[config.mk]
export PLATFORM = sky130hd
export DESIGN_NAME = pipeline_hazard_ctrl
export DESIGN_NICKNAME = d
export VERILOG_FILES = /design/src/rtl/pipeline_hazard_ctrl.sv
export SDC_FILE = /design/constraint.sdc
export NUM_CORES = 1
export LEC_CHECK = 0
export BUFFER_PORTS_ARGS = -buffer_cell sky130_fd_sc_hd__buf_2
export CAP_MARGIN = 20
export CORE_MARGIN = 8
export CORE_UTILIZATION = 55
export DETAILED_ROUTE_END_ITERATION = 6
export PLACE_DENSITY = 0.79
export SKIP_LAST_GASP = 1
export SYNTH_ARGS = -nofsm -noshare
export SYNTH_HDL_FRONTEND = slang
export SYNTH_SLANG_ARGS = --single-unit
[constraint.sdc]
create_clock -name clk -period 6.25 [get_ports clk]
set_input_delay 0.3125 -clock clk [delete_from_list [all_inputs] [get_ports clk]]
set_output_delay 0.3125 -clock clk [all_outputs]
set_load 0.05 [all_outputs]
[src/rtl/pipeline_hazard_ctrl.sv]
// Hazard and sequencing controller for the 5-stage RV32I pipeline: stall/flush/forward
// controls, memory-freeze handling, a sticky freeze watchdog and saturating perf counters.
module pipeline_hazard_ctrl #(
  parameter int CNT_W   = 32,
  parameter int TIMEOUT = 256
) (
  input  logic             clk,
  input  logic             rst,
  input  logic [4:0]       Rs1D,
  input  logic [4:0]       Rs2D,
  input  logic [4:0]       Rs1E,
  input  logic [4:0]       Rs2E,
  input  logic [4:0]       RdE,
  input  logic             RegWriteE,
  input  logic             ResultSrcE,
  input  logic [4:0]       RdM,
  input  logic             RegWriteM,
  input  logic             MemAccessM,
  input  logic             mem_ready,
  input  logic [4:0]       RdW,
  input  logic             RegWriteW,
  input  logic             PCSrcE,
  input  logic             clr_counters,
  output logic             StallF,
  output logic             StallD,
  output logic             StallE,
  output logic             StallM,
  output logic             FlushD,
  output logic             FlushE,
  output logic             FlushW,
  output logic [1:0]       ForwardAE,
  output logic [1:0]       ForwardBE,
  output logic [CNT_W-1:0] stall_cycles,
  output logic [CNT_W-1:0] flush_count,
  output logic             mem_timeout
);

  localparam logic [15:0] TIMEOUT_C = 16'(TIMEOUT);

  logic             freeze;
  logic             lw_stall;
  logic [15:0]      wait_cnt_q, wait_cnt_d;
  logic             timeout_q, timeout_d;
  logic [CNT_W-1:0] stall_cnt_q, stall_cnt_d;
  logic [CNT_W-1:0] flush_cnt_q, flush_cnt_d;

  function automatic logic [1:0] fwd_sel(input logic [4:0] rs, input logic wr_m,
                                         input logic [4:0] rd_m, input logic wr_w,
                                         input logic [4:0] rd_w);
    if (wr_m && rd_m != 5'd0 && rd_m == rs)      return 2'b10;
    else if (wr_w && rd_w != 5'd0 && rd_w == rs) return 2'b01;
    else                                         return 2'b00;
  endfunction

  assign freeze   = MemAccessM & ~mem_ready;
  assign lw_stall = ResultSrcE & RegWriteE & (RdE != 5'd0) & ((RdE == Rs1D) | (RdE == Rs2D));

  // Priority: freeze > taken branch > load-use > run; everything held low in reset.
  always_comb begin
    StallF    = 1'b0;
    StallD    = 1'b0;
    StallE    = 1'b0;
    StallM    = 1'b0;
    FlushD    = 1'b0;
    FlushE    = 1'b0;
    FlushW    = 1'b0;
    ForwardAE = 2'b00;
    ForwardBE = 2'b00;
    if (rst) begin
      ForwardAE = fwd_sel(Rs1E, RegWriteM, RdM, RegWriteW, RdW);
      ForwardBE = fwd_sel(Rs2E, RegWriteM, RdM, RegWriteW, RdW);
      if (freeze) begin
        StallF = 1'b1;
        StallD = 1'b1;
        StallE = 1'b1;
        StallM = 1'b1;
        FlushW = 1'b1;
      end else if (PCSrcE) begin
        FlushD = 1'b1;
        FlushE = 1'b1;
      end else if (lw_stall) begin
        StallF = 1'b1;
        StallD = 1'b1;
        FlushE = 1'b1;
      end
    end
  end

  always_comb begin
    wait_cnt_d = 16'd0;
    if (freeze)
      wait_cnt_d = (wait_cnt_q >= TIMEOUT_C) ? TIMEOUT_C : wait_cnt_q + 16'd1;
    timeout_d = timeout_q | (freeze & (wait_cnt_d == TIMEOUT_C));

    stall_cnt_d = stall_cnt_q;
    flush_cnt_d = flush_cnt_q;
    if (clr_counters) begin
      stall_cnt_d = '0;
      flush_cnt_d = '0;
    end else begin
      if (StallF && stall_cnt_q != '1)                 stall_cnt_d = stall_cnt_q + 1'b1;
      if (PCSrcE && !freeze && flush_cnt_q != '1)      flush_cnt_d = flush_cnt_q + 1'b1;
    end
  end

  always_ff @(posedge clk or negedge rst) begin
    if (!rst) begin
      wait_cnt_q  <= 16'd0;
      timeout_q   <= 1'b0;
      stall_cnt_q <= '0;
      flush_cnt_q <= '0;
    end else begin
      wait_cnt_q  <= wait_cnt_d;
      timeout_q   <= timeout_d;
      stall_cnt_q <= stall_cnt_d;
      flush_cnt_q <= flush_cnt_d;
    end
  end

  assign stall_cycles = stall_cnt_q;
  assign flush_count  = flush_cnt_q;
  assign mem_timeout  = timeout_q;

endmodule

[After elaboration in Yosys (flattened, before gate mapping)]
Cells that the tools add are included.
Word-level totals
  register bits: 81
Cells by class
  $add $sub $neg: 3
  $lt $le $gt $ge: 1
  bitwise gates (word level): 8
  mux-type cells: 24
  reduce and logical (&&, ||, !) cells: 15
  equality and inequality tests: 9
Operator list (count)
  32-bit two-way mux: 4
  32-bit by 1-bit adder with 32-bit output, second input constant: 2
  32-bit inequality test, second input constant: 2
  16-bit two-way mux: 2
  5-bit equality test: 6
  16-bit by 1-bit adder with 16-bit output, second input constant: 1
  16-bit by 9-bit equality test with 1-bit output, second input constant: 1
  16-bit by 9-bit greater-or-equal comparator with 1-bit output, second input constant: 1
  5-bit nonzero test: 3
  1-bit two-way mux: 14
  1-bit logical AND: 9
  2-bit two-way mux: 4
  1-bit AND: 5
  2-bit nonzero test: 2
  1-bit OR: 2
  1-bit zero test: 1
  1-bit NOT: 1

[Depth between registers and ports, before layout]
Gate-level depths: netlist (run 1).
  depth in word-level cells: 10
  depth in mapped cells: 10
  gate-level depth less buffers: 7

[Least setup slack after synthesis (run 1)]
Ideal clock, no wire load.
  path type: input to output
  from: in RdM[1]
  to: out ForwardAE[0]
  stages: 4
  setup slack: 3274 ps
  buffers on the path: 0
  required time: 5938 ps
  data arrival time: 2664 ps
  path through: or4_1 -> o21ai_0 -> nor4_1 -> nor4_1
On the way
  longest elaborated chain between the ends: 5
  elaborated cells between the ends (all ways): 6
RTL lines
  start, declared: RTL line 16  | input logic [4:0] RdM,
  5-bit nonzero test: RTL line 50  | if (wr_m && rd_m != 5'd0 && rd_m == rs) return 2'b10;
  1-bit logical AND: RTL line 50
  1-bit logical AND *: RTL line 50
  2-bit two-way mux *: RTL line 50
  2-bit two-way mux *: RTL line 69  | if (rst) begin
  end, declared: RTL line 31  | output logic [1:0] ForwardAE,
Every way passes the cells marked *; elsewhere a longest branch is shown, timed or not.

[Worst setup path after layout (run 1)]
  from: in rst
  to: out ForwardAE[0]
On the way
  longest elaborated chain between the ends: 1
RTL lines
  start, declared: RTL line 8  | input logic rst,
  2-bit two-way mux: RTL line 69
Every way passes these cells.

==> results, run 1 <==
- The internal power of the cells totals 774 uW.
- The region available for standard cell placement spans 8550 um^2.
- After layout, the worst path uses 58.9% of the clock period.
- The post-route setup TNS is 0 ns.
- The number of global-route vias before repair is 4,208.
- The final setup skew is 0.00963 ns.
- Net switching is 24.8% of the power.
- On the worst path, the slowest cell contributes a delay of 0.59 ns.
- The path class of the tightest hold or removal check is primary input to flip-flop.
- For this run, the post-layout net count is 675.
- Data on the critical path arrives at its endpoint at 3.37 ns.
- The via count normalized by instance count is 5.88.
- The run finished with clean final reports.
- The H-tree was split into 3 levels.
- The startpoint identified for the worst hold timing path is MemAccessM.
- The data required time at the worst endpoint is 5.94 ns.
- The fraction of layout instances using a drive strength above 1 is 25.7%.
- The clock-pin slew of the registers on the worst-case setup and hold paths is 0.08 ns.
- The die covers 11,900 um^2.
- The most frequent cell on the critical path is buf_4.
- Power spread over the standard cell area amounts to 184 nW/um^2.
- The tree is rooted in a clkbuf_8.
- The highest clock rate is 272 MHz.
- The total overflow reported by the global router is 0.
- For this run, the detailed router's first-pass iteration total came to 5.
- The combined area of all synthesized cells is 4750 um^2.
- TritonCTS created 9 clock buffers.
- The reg-to-reg critical path endpoint is stall_cycles[20].
- TritonCTS built the clock tree.
- The number of maximum-capacitance constraint violations is 0.
- The capturing element type of the critical path is a primary output.
- The final-report max-slew violation count was 0.
- Clock tree synthesis found a total of 81 sinks.
- The most frequent standard cell in the layout excluding fill and tap cells is buf_2.
- The half-perimeter wire length after placement is 9180 um.
- The launch instance of the worst register-to-register path is stall_cycles[0].
- The die span in y is 109 um.
- The worst hold path endpoint is wait_cnt_q[8].
- The pre-CTS worst setup slack is 3.01 ns.
- After the first detailed-routing iteration, the DRC count stood at 321.
- The proportion of synthesized chip area in sequential cells is 42.7%.
- During I/O placement, the number of pins put on the boundary was 121.
- The clock network accounts for 39.5% of the total power.
- The top cell types in the final layout, fill and taps aside, are buf_2 (119), dfrtp_1 (81), nor2_1 (51).
- The number of routed nets with antenna violations is 0.
- For this run, the number of Yosys warnings is 0.
- Registers are responsible for 51.5% of the overall power.
- The average cell area after synthesis is 9.33 um^2.
- Port buffering added 120 buffers.
- Once routing completed, OpenROAD measured the worst setup slack at 2.57 ns.
- For this design, the slowest cell found on the critical path is buf_4.
- The longest clock path from root to sink contains 2 buffers.
- In the final routed layout, each cell accounts on average for 17.2 um.
- Setup repair after global routing left no endpoint under its margin.
- Measured along the x axis, the die boundary spans 109 um.
- Entering global routing, the biggest net connects 71 pins.
- The count of distinct cell types in the synthesized netlist is 51.
- The initial cell density of the core is 55.5%.
- The combinational share of power is 9.1%.
- The first-pass GRT wire length is 20,600 um.
- The leakage power is 0.00245 uW.
- Global routing consumed, over all layers together, 21.5% of the routing resources.
- The worst hold path was traced through 3 stages.
- Registers take 2030 um^2.
- The type of the setup path with the least slack is primary input to primary output.
- Counting both buffers and inverters, the worst setup path holds a total of 4.
- The overall routed net length is 12,700 um.
- The synthesized instance count is 509.
- The congestion estimate from routability-driven global placement came to 1.05.
- The area growth from synthesis to final layout is 18.1%.
- Measured in cells, the most critical reg-to-reg path has a length of 7.
- The worst voltage drop across the vdd grid is 0.109 mV.
- Once layout is complete, the cells apart from fillers number 739.
- The initial antenna violation count is 0.
- Traced cell by cell, the critical path runs through dlygate4sd3_1 > buf_4 > buf_4 > o211ai_1 > or4_1 > nor4_1 > buf_2.
- Clock latency on the worst-skew pair, taken at its later pin, is 0.35 ns.
- The antenna cell count is 0.
- The setup slack of the most critical reg-to-reg path is 3.39 ns.
- In this run, placement finished with an instance count of 722.
- The kind of cell with the highest combined delay along the critical path is buffers and inverters.
- Setup violations remaining at the end of the flow were counted as 0.
- Headroom to the max-slew limit came out at 40.7%.
- The startpoint class of the critical path is a primary input.
- After synthesis the netlist holds a flip-flop and latch count of 81.
- The multi-input combinational cells in the finished layout cover a total of 2540 um^2.
- The number of remaining DRC errors is 0.
- The transition at the pin with the smallest max-transition slack is 0.883 ns.
- After filler insertion, the fill cell instance count of the layout stands at 728.
- The count of endpoints failing hold in the final timing report is 0.
- In this run the number of cells on the critical path is 7.
- The maximum fanout along the worst path is 45.
- The detailed router placed 4,348 vias in this run.
- The number of rows in the core area is 34.
- The time the worst path needs with I/O delays and setup is 3.68 ns.
- Summed over all nets, the switching power comes to 255 uW.
==> cell families (layout without fill, tap and decap cells) <==
family	Yosys count	in the layout	synth area share [%]
AND/OR/NAND/NOR	238	238	28.4
other	1	7	0.0790
multiplexers	7	7	1.71
flip-flops	81	81	42.7
buffers and inverters	38	154	4.30
adder cells (fa/ha/maj)	4	4	1.05
XOR/XNOR	61	61	11.3
AO/OA/AOI/OAI	79	79	10.5
==> synthesized netlist by cell type (all sizes together) <==
library cell,number,area (um^2)
a2111oi,1,27.5
a211o,1,8.76
a21o,1,7.51
a21oi,34,170
a22oi,1,12.5
a31o,3,26.3
and2,4,25.0
and2b,1,7.51
and3,7,43.8
and4,10,87.6
buf,11,103
clkbuf,14,52.6
conb,1,3.75
dfrtp,81,2030
ha,4,50.1
inv,13,48.8
mux2,6,71.3
mux2i,1,10.0
nand2,27,101
nand2b,1,6.26
nand3,32,165
nand4,19,119
nand4b,2,17.5
nor2,51,191
nor2b,6,37.5
nor3,18,95.1
nor3b,2,15.0
nor4,13,109
nor4b,3,26.3
o2111ai,1,15.0
o211ai,1,7.51
o21a,1,8.76
o21ai,21,105
o31ai,10,75.1
o41ai,4,35.0
or2,3,18.8
or3,20,125
or4,15,116
or4b,4,40.0
xnor2,26,228
xor2,35,307
==> registers in the layout (all words and copies together) (netlist names) <==
name,cells
wait_cnt_q,16
mem_timeout,1
stall_cycles,32
flush_count,32
==> worst max-delay path by stage <==
stage	start	end	slack, ns
6_report	rst	ForwardAE[0]	2.57
3_5_place_dp	rst	ForwardAE[0]	3.01
5_1_grt	rst	ForwardAE[0]	2.30
3_3_place_gp	rst	ForwardAE[0]	3.05
4_1_cts	rst	ForwardAE[0]	2.47
2_1_floorplan	RdM[1]	ForwardAE[0]	3.27
==> layer usage <==
layer	share of wire (%)	track usage, %	up-vias
li1	-	-	2068
met1	42	27.2	2104
met2	48	35.1	156
met3	8.0	5.08	20
met4	1.9	7.92	0
met5	0	0	-
==> power by group through the flow <==
stage | sequential, uW | combinational [uW] | clock (uW)
floorplan | 545 | 45.4 | 0
global placement | 540 | 90.2 | 0
detailed placement | 540 | 92.8 | 0
CTS | 530 | 93.8 | 414
global route | 530 | 103 | 434
finish | 530 | 93.2 | 406
==> what timing repair did <==
action                    4_1_cts  5_1_grt
setup buffers                   0        0
hold buffers                    1        0
hold endpoints to repair       41        0
resized for setup               0        0
==> worst min-delay path: cells and delay by family <==
family	cells	cell delay, ns
AND/OR/NAND/NOR	1	0.12
buffers and inverters	1	0.10
AO/OA/AOI/OAI	1	0.08
==> through the flow <==
| stage | hold slack [ns] | total power (uW) | cell area, um^2 | util, % |
|---|---|---|---|---|
| global route | 0.326 | 1070 | 5610 | 65.6 |
| detailed placement | 0.344 | 633 | 5380 | 62.9 |
| global placement | 0.339 | 630 | 5380 | 62.9 |
| CTS | 0.303 | 1040 | 5610 | 65.6 |
| floorplan | 0.0169 | 590 | 4770 | - |
| finish | 0.323 | 1030 | 5610 | 65.6 |
==> cell type report <==
class                           instances  share of cell area, %
Timing Repair Buffer                  125                   11.5
Sequential cell                        81                   36.1
Multi-Input combinational cell        396                   45.3
Inverter                               13                  0.870
Tap cell                              108                   2.41
Clock inverter                          4                  0.892
Clock buffer                           12                   2.95
(Power assumes the default switching activity.)
==> run 2, diff against run 1 <==
CORE_UTILIZATION = 49   (was 55)
PLACE_DENSITY = 0.75   (was 0.79)
clock period = 3.1 ns   (was 6.25 ns; I/O delays follow)
==> run 2 against run 1 <==
Sequential power is 100% higher. Register-to-register slack worse by 3.0 ns. First-iteration DRC count is 29% lower. Total power is 93% higher. Largest power group unchanged.
==> results, run 2 (synthesized netlist as in run 1, its figures left out) <==
- The worst voltage drop across the vdd grid is 0.244 mV.
- The pre-CTS worst setup slack is 0.412 ns.
- For this run, design rule violations remaining after detail routing come to 0.
- The first routing iteration left 227 violations.
- The final critical path takes up 87.0% of the cycle.
- In this run the vertical extent of the chip is 114 um.
- The tightest min-delay check is of the primary input to flip-flop type.
- The number of global-route vias before repair is 4,277.
- The largest incremental delay on the critical path is 0.51 ns.
- Post-CTS repair changed the size of 0 cells.
- The post-route setup TNS is 0 ns.
- Entering global routing, the biggest net connects 74 pins.
- The type of the setup path with the least slack is flip-flop to flip-flop.
- The number of sinks handled by clock tree synthesis is 81.
- After clock tree synthesis, the clock-pin slew on the worst setup and hold paths is 0.09 ns.
- The number of maximum-capacitance constraint violations is 0.
- The data arrival time of the critical path is 2.94 ns.
- The first global-routing pass estimated 20,700 um of wire.
- The floorplan has 36 rows.
- The final setup skew is 0.0101 ns.
- Walking the worst path, the cells encountered are ha_1 > nand3_1 > nor4_2 > a211o_1 > buf_4 > nor3_1 > mux2_4.
- From left edge to right edge, the die measures 114 um.
- The count of nets after finishing is 678.
- The total overflow left after global routing is 0.
- The family of cells with the greatest summed delay on the critical path is simple AND/OR/NAND/NOR gates.
- The number of setup violations in the final report is 0.
- During placement, the flow inserted port buffers numbering 120.
- The run finished with clean final reports.
- The initial antenna violation count is 0.
- Buffers added to address setup during post-CTS repair amount to 0.
- The count of endpoints failing hold in the final timing report is 0.
- The initial cell density of the core is 49.5%.
- The clock insertion delay at the later pin of the skew report is 0.35 ns.
- The filler cells instantiated in the layout total 847.
- The area growth from synthesis to final layout is 18.7%.
- The combined global-route utilization of all metal layers is 19.4%.
- The fraction of layout instances using a drive strength above 1 is 26.0%.
- The clock passes through at most 2 buffers.
- The final weighted congestion of routability-driven global placement is 0.977.
- The most frequent standard cell in the layout excluding fill and tap cells is buf_2.
- The deepest level of the CTS H-tree is 3.
- The transition at the pin with the smallest max-transition slack is 1.06 ns.
- The startpoint class of the critical path is a flip-flop.
- The smallest clock period supported by the final layout is computed as 2.70 ns.
- Along the worst path, the maximum fanout reaches 17.
- The leakage power is 0.00245 uW.
- In the final routed layout, each cell accounts on average for 16.4 um.
- Setup repair after global routing left no endpoint under its margin.
- The tree is rooted in a clkbuf_8.
- Leaving out fill and tap cells, the most frequent cells in the layout are buf_2 (120), dfrtp_1 (81), nor2_1 (51).
- Counting both buffers and inverters, the worst setup path holds a total of 1.
- The via count normalized by instance count is 5.70.
- The die area is 13,100 um^2.
- The number of buffers added by the clock tree synthesis step is 9.
- The TritonCTS clock tree is yes.
- For the worst setup path, the data required time is 3.34 ns.
- The overall routed net length is 12,600 um.
- For this design the ratio of total power to cell area is 353 nW/um^2.
- The floorplan step defined a core boundary enclosing 9590 um^2.
- The final-report max-slew violation count is 0.
- The worst setup path is captured at a flip-flop.
- The highest clock rate is 371 MHz.
- The number of buffers added to fix hold violations after cts is 1.
- The I/O pin total is 121.
- The number of routed nets with antenna violations is 0.
- The routed layout has 4,372 vias.
- The worst relative slew slack is 29.7%.
- The number of search-and-repair iterations in the first detailed-routing pass is 4.
- The antenna cell count is 0.
- The slowest library cell on the worst path is nor4_2.
- The half-perimeter wire length after placement is 9380 um.
- Across all setup checks in the final design, the least slack found is 0.403 ns.
[run 2: worst paths after layout]
| kind | start | depth (start not counted) | endpoint | slack [ns] |
|---|---|---|---|---|
| hold / removal | MemAccessM | 3 | wait_cnt_q[8] | 0.15 |
| max in group asynchronous | rst | 3 | flush_count[30] | 1.77 |
| setup reg to reg | stall_cycles[0] | 7 | stall_cycles[20] | 0.40 |
| setup / recovery | stall_cycles[0] | 7 | stall_cycles[20] | 0.40 |
| hold reg to reg | mem_timeout | 1 | mem_timeout | 0.46 |
| min in group asynchronous | rst | 2 | wait_cnt_q[3] | 0.19 |
[run 2: routing by layer]
metal  GRT usage, %  routed length [um]  vias up
met1           23.1                5280     2110
met3           6.33                1060       15
li1               -                   -     2083
met4           5.59                 151        0
met2           32.7                6060      164
met5              0                   0        -
[run 2: area by class of cell]
class,instances,area [um^2],share of cell area [%]
multi-input combinational,396,2540,45.1
sequential,81,2030,36.0
timing repair buffer,128,663,11.8
tap,133,166,2.95
clock buffer,10,138,2.44
clock inverter,6,51.3,0.911
inverter,13,48.8,0.866
[run 2: stage by stage]
step                utilization (%)  std cells  power [uW]  instance area [um^2]  hold slack [ns]
finish                         58.7        767        1990                  5630            0.151
global route                   58.7        767        2080                  5630            0.149
CTS                            58.7        766        2010                  5630            0.126
detailed placement             56.6        749        1280                  5430           0.0252
global placement               56.6        749        1270                  5430           0.0224
floorplan                         -        515        1190                  4770           -0.141
[run 2: worst reg2reg max path: stages (launching register included)]
cell,delay [ns]
dfrtp_1,0.46
ha_1,0.35
nand3_1,0.19
nor4_2,0.51
a211o_1,0.40
buf_4,0.28
nor3_1,0.09
mux2_4,0.30
[run 2: power breakdown]
part / internal, uW / switching [uW]
sequential: 1060 / 4.94
combinational: 60.9 / 125
clock: 323 / 409
